**src/rtl/blackjack_round_ctrl.sv**
```systemverilog
// Blackjack round controller: deals, runs the player turn and dealer
// auto-play over a one-card request/valid handshake, then scores the round.
module blackjack_round_ctrl #(
    parameter logic [4:0] DEALER_STAND = 5'd17
) (
    input  logic       clk,
    input  logic       rst,
    input  logic       start,
    input  logic       hit,
    input  logic       stand,
    input  logic [5:0] card_in,
    input  logic       card_valid,
    output logic       card_req,
    output logic [4:0] player_total,
    output logic [4:0] dealer_total,
    output logic [3:0] card_count,
    output logic       busy,
    output logic       done,
    output logic [1:0] result,
    output logic       error
);

    typedef enum logic [3:0] {
        IDLE,
        DEAL_P1,
        DEAL_D1,
        DEAL_P2,
        DEAL_D2,
        PLAYER,
        P_DRAW,
        DEALER,
        D_DRAW,
        RESOLVE,
        DONE
    } state_t;

    state_t state, state_nx;

    logic [4:0] p_hard, d_hard;
    logic       p_ace, d_ace;
    logic [3:0] count_q;
    logic [1:0] result_q;
    logic       error_q;

    logic [3:0] rank;
    logic       rank_ok;
    logic       is_ace;
    logic [4:0] card_val;
    logic       xfer;
    logic       to_player;
    logic       can_start;
    logic [4:0] p_new_hard, d_new_hard;
    logic       p_new_ace, d_new_ace;
    logic [4:0] p_best, d_best, pn_best;
    logic [1:0] res_calc;
    logic       unused_suit;

    function automatic logic [4:0] best_total(input logic [4:0] hard,
                                              input logic       ace);
        if (ace && hard <= 5'd11)
            return hard + 5'd10;
        return hard;
    endfunction

    assign rank        = card_in[5:2];
    assign unused_suit = ^card_in[1:0];
    assign rank_ok     = (rank != 4'd0) && (rank <= 4'd13);
    assign is_ace      = (rank == 4'd1);
    assign card_val    = (rank > 4'd10) ? 5'd10 : {1'b0, rank};

    assign card_req = (state == DEAL_P1) || (state == DEAL_D1) ||
                      (state == DEAL_P2) || (state == DEAL_D2) ||
                      (state == P_DRAW)  || (state == D_DRAW);
    assign xfer      = card_req && card_valid;
    assign to_player = (state == DEAL_P1) || (state == DEAL_P2) ||
                       (state == P_DRAW);
    assign can_start = start && ((state == IDLE) || (state == DONE));

    assign p_new_hard = p_hard + card_val;
    assign d_new_hard = d_hard + card_val;
    assign p_new_ace  = p_ace | is_ace;
    assign d_new_ace  = d_ace | is_ace;

    assign p_best  = best_total(p_hard, p_ace);
    assign d_best  = best_total(d_hard, d_ace);
    assign pn_best = best_total(p_new_hard, p_new_ace);

    always_comb begin
        res_calc = 2'b11;
        priority case (1'b1)
            (p_hard > 5'd21):  res_calc = 2'b10;
            (d_hard > 5'd21):  res_calc = 2'b01;
            (p_best > d_best): res_calc = 2'b01;
            (p_best < d_best): res_calc = 2'b10;
            default:           res_calc = 2'b11;
        endcase
    end

    always_ff @(posedge clk or posedge rst) begin
        if (rst)
            state <= IDLE;
        else
            state <= state_nx;
    end

    always_comb begin
        state_nx = state;
        unique case (state)
            IDLE, DONE: if (start) state_nx = DEAL_P1;
            DEAL_P1:    if (xfer) state_nx = DEAL_D1;
            DEAL_D1:    if (xfer) state_nx = DEAL_P2;
            DEAL_P2:    if (xfer) state_nx = DEAL_D2;
            DEAL_D2: begin
                if (xfer)
                    state_nx = (p_best == 5'd21) ? DEALER : PLAYER;
            end
            PLAYER: begin
                if (stand)
                    state_nx = DEALER;
                else if (hit)
                    state_nx = P_DRAW;
            end
            P_DRAW: begin
                if (xfer) begin
                    if (p_new_hard > 5'd21)
                        state_nx = RESOLVE;
                    else if (pn_best == 5'd21)
                        state_nx = DEALER;
                    else
                        state_nx = PLAYER;
                end
            end
            DEALER:  state_nx = (d_best < DEALER_STAND) ? D_DRAW : RESOLVE;
            D_DRAW:  if (xfer) state_nx = DEALER;
            RESOLVE: state_nx = DONE;
            default: state_nx = IDLE;
        endcase
        // A bad rank aborts the round from any dealing state
        if (xfer && !rank_ok)
            state_nx = DONE;
    end

    always_ff @(posedge clk or posedge rst) begin
        if (rst) begin
            p_hard   <= '0;
            d_hard   <= '0;
            p_ace    <= 1'b0;
            d_ace    <= 1'b0;
            count_q  <= '0;
            result_q <= '0;
            error_q  <= 1'b0;
        end else if (can_start) begin
            p_hard   <= '0;
            d_hard   <= '0;
            p_ace    <= 1'b0;
            d_ace    <= 1'b0;
            count_q  <= '0;
            result_q <= '0;
            error_q  <= 1'b0;
        end else if (xfer) begin
            if (!rank_ok) begin
                error_q  <= 1'b1;
                result_q <= 2'b00;
            end else begin
                if (count_q != 4'd15)
                    count_q <= count_q + 4'd1;
                if (to_player) begin
                    p_hard <= p_new_hard;
                    p_ace  <= p_new_ace;
                end else begin
                    d_hard <= d_new_hard;
                    d_ace  <= d_new_ace;
                end
            end
        end else if (state == RESOLVE) begin
            result_q <= res_calc;
        end
    end

    assign player_total = p_best;
    assign dealer_total = d_best;
    assign card_count   = count_q;
    assign result       = result_q;
    assign error        = error_q;
    assign busy         = (state != IDLE) && (state != DONE);
    assign done         = (state == DONE);

endmodule

```
**config.mk**
```make
export PLATFORM = sky130hd
export DESIGN_NAME = blackjack_round_ctrl
export DESIGN_NICKNAME = d
export VERILOG_FILES = /design/src/rtl/blackjack_round_ctrl.sv
export SDC_FILE = /design/constraint.sdc
export NUM_CORES = 1
export LEC_CHECK = 0
export CAP_MARGIN = 20
export CORE_ASPECT_RATIO = 1.25
export CORE_MARGIN = 5
export CORE_UTILIZATION = 50
export CTS_BUF_LIST = sky130_fd_sc_hd__clkbuf_8
export DETAILED_ROUTE_END_ITERATION = 10
export DONT_BUFFER_PORTS = 1
export GPL_ROUTABILITY_DRIVEN = 0
export PLACE_DENSITY_LB_ADDON = 0.08
export SYNTH_ARGS = -nofsm -noshare
export SYNTH_HDL_FRONTEND = slang
export SYNTH_SLANG_ARGS = --single-unit
```
**constraint.sdc**
```tcl
create_clock -name clk -period 2.8 [get_ports clk]
set_input_delay 0.28 -clock clk [delete_from_list [all_inputs] [get_ports clk]]
set_output_delay 0.28 -clock clk [all_outputs]
set_load 0.01 [all_outputs]
```
==> flow_summary.toml <==
[layout]
drive_gt1_frac = 0.160
nNetsFinal = 323
nFillCells = 434
antenna-diode-count = 0
area_delta_synth_final_pct = 10.7

[worst_setup_path]
path_delay_family = "adder cells"
slowest_stage = "fa_1"
crit_path_frequent_cell = "ha_1"
crit_fanout = 5
critPathMaxStageDelay_ns = 0.39
critPathKind = "register to register"
critical_path_buf_inv_count = 1
path_cells = "ha_1 -> inv_1 -> fa_1 -> xor2_1 -> xnor2_2 -> ha_1 -> a21oi_1 -> a31oi_1 -> o21ai_0 -> a31o_2 -> a22o_1"
endpoint_kind = "register"
required_ns = 2.97
startpoint_type = "register"
cp.arrival_ns = 2.72

[logic_synthesis]
synth_nets = 307
yosysTopAreaCellShare = 0.251
synth-compound-area-share = 0.246
avgSynthCellArea_um2 = 8.45
netlist-cell-type-count = 59
ys_ff_latch = 23
netlist_instances = 272
synth-simple-area-share = 0.218
synth_area_um2 = 2300
yosysTopAreaCell = "dfrtp_1"
synth_top_family_by_area = "compound AO/OA/AOI/OAI gates"
ys.flop_type = "dfrtp_1"
synth.most_common_cell = "dfrtp_1"
synth_warnings = 0
synth_area_leaders = "dfrtp_1, ha_1, a21oi_1, inv_1, nor2_1"
synth_adder_area_share = 0.145
synthArstFlopShare = 1.00
yosysSeqAreaShare = 0.251
synth_edf_count = 0
synthTopCellsByCount = "dfrtp_1, ha_1, inv_1, nor2_1, nand2_1"
synth-xor-area-share = 0.0496
muxShareOfSynthArea = 0.0267

[global_routing]
overflow = 0
grt_max_degree = 24
grtUsageTotal = 0.194
antenna_found_initial = 0
grt_pass1_vias = 1991
grt_pass1_wl_um = 9520

[pwr]
combPwrFrac = 0.721
internal-power_mw = 1.57
power_mw = 3.13
clkPwrFrac = 0.070
p_sw_mw = 1.56
powerDensity_nw_per_um2 = 1230
switching_share = 0.499
p_leak_nw = 1.19
seq_power_share = 0.209
peakVddDrop_mv = 0.555

[clock_tree]
cts_max_path_buffers = 2
postCtsSetupRepairBufs = 0
cts_htree_levels = 1
path_clk_slew_ns = 0.09
clkSinkCount = 23
cts_tree = "done"
cts-root-buf = "clkbuf_8"
clock_latency_ns = 0.27
numCtsBuffers = 3

[routing]
routed_via_density = 5.81
drt-initial-drc-count = 131
dr.pass1.iters = 4
drt-total-wl_um = 5590
antenna_left = 0
wl_per_cell_um = 16.2
vias = 2004
drc = 0

[timing]
setup_slack_ns = 0.256
tightest_slew_ns = 0.946
fin_crit_sh = 0.909
finalMaxSlewViolations = 0
fin_crit_ns = 2.54
fin_skew_ns = 0.00555
max_freq_ghz = 0.393
finalHoldViolCount = 0
setup_viol = 0
relSlewSlack = 0.368
rsz0062_at_grt = "false"

[floorplanning]
die-area_um2 = 6060
core_um2 = 4430
num_rows = 27
start_util = 0.519
ios = 32
chipHeight_um = 85.8
die_w_um = 70.6

[placed_design]
dp.final_hpwl_um = 4470
pre_cts_slack_ns = -0.135
io_buffers = 0

[hold_path]
hp-class = "primary input to async pin"

[flow_run]
cap_viol_max_count = 0

[outcome]
status = "completed"
-- timing repair --
| item | 4_1_cts | 5_1_grt |
|---|---|---|
| hold buffers | 0 | 0 |
| endpoints found under the setup margin | 0 | 1 |
| resized for setup | 0 | 1 |
-- worst paths after layout --
path | start | endpoint | slack [ns] | cells past startpoint
worst max-delay path | p_hard[0] | state[2] | 0.26 | 11
worst min-delay path | rst | card_count[3] | 0.10 | 1
worst max register to register | p_hard[0] | state[2] | 0.26 | 11
worst min register to register | d_ace | d_ace | 0.58 | 1
max in group asynchronous | rst | d_hard[3] | 2.12 | 1
min in group clk | card_valid | state[1] | 0.34 | 3
-- cell usage in the layout, fill, tap and decap left out, types with 2 or more instances in the layout --
cell type   n
ha_1       21
a22o_1      6
nor4b_1     2
nor3_1      5
and2_1      6
maj3_1      3
o21a_1      2
nor4_1      2
buf_4      25
a21oi_1    16
nand3_1     4
fa_1        2
nor2b_1    10
a31o_2      4
xor2_1      5
nor2_1     21
dfrtp_1    23
o21ai_0    15
a31oi_1     3
and3_1      2
nand2_1    19
clkbuf_8    3
mux2i_1     5
a21o_1      7
o21ai_2     2
inv_1      21
a211oi_1    2
or3_1       2
xnor2_1     7
o31ai_1     6
nor3b_1     2
o22ai_1     3
nand2b_1    4
-- power by group through the flow --
stage	logic [mW]	registers (mW)	clock network, mW
6_report	2.26	0.654	0.220
5_1_grt	2.56	0.680	0.234
4_1_cts	2.26	0.655	0.221
3_5_place_dp	2.25	0.664	0
3_3_place_gp	2.22	0.661	0
2_1_floorplan	1.66	0.620	0
-- registers in the layout, indices dropped and copies added (netlist names) --
register and flops:
d_hard 5, p_hard 5, card_count 4, state 4
result 2, d_ace 1, error 1, p_ace 1
-- stage by stage --
stage / TNS [ns] / instance area, µm² / std cells / hold WS (ns) / util
final: 0 / 2540 / 345 / 0.102 / 0.574
after global routing: 0 / 2540 / 345 / 0.172 / 0.574
after CTS: 0 / 2530 / 345 / 0.137 / 0.573
after detailed placement: -0.166 / 2490 / 341 / 0.438 / 0.562
after global placement: -0.0205 / 2490 / 341 / 0.437 / 0.562
after floorplan: 0 / 2300 / 272 / 0.282 / -
-- cell type report --
| type | instances | area (µm²) | share of cell area |
|---|---|---|---|
| clock buffer | 3 | 41.3 | 0.0162 |
| clock inverter | 1 | 5.00 | 0.00197 |
| inverter | 21 | 78.8 | 0.0310 |
| multi-input combinational | 214 | 1580 | 0.622 |
| sequential | 23 | 576 | 0.226 |
| tap | 58 | 72.6 | 0.0285 |
| timing repair buffer | 25 | 188 | 0.0738 |
-- logic make-up after synthesis --
logic type | count (synthesis)
muxes | 6
adders and majority gates | 26
and+or+nand+nor | 90
buffers and inverters | 35
xor gates and xnor gates | 13
DFF | 23
AOI/OAI and AO/OA | 79
-- routing by layer --
layer,wire length [µm],track usage,up-vias,share of wire
met1,2430,0.243,961,0.43
met5,0,0,-,0
met2,2830,0.344,31,0.51
met3,229,0.0270,11,0.041
met4,109,0.0581,0,0.019
li1,-,-,1001,-
Power figures use the tool's default switching activity.
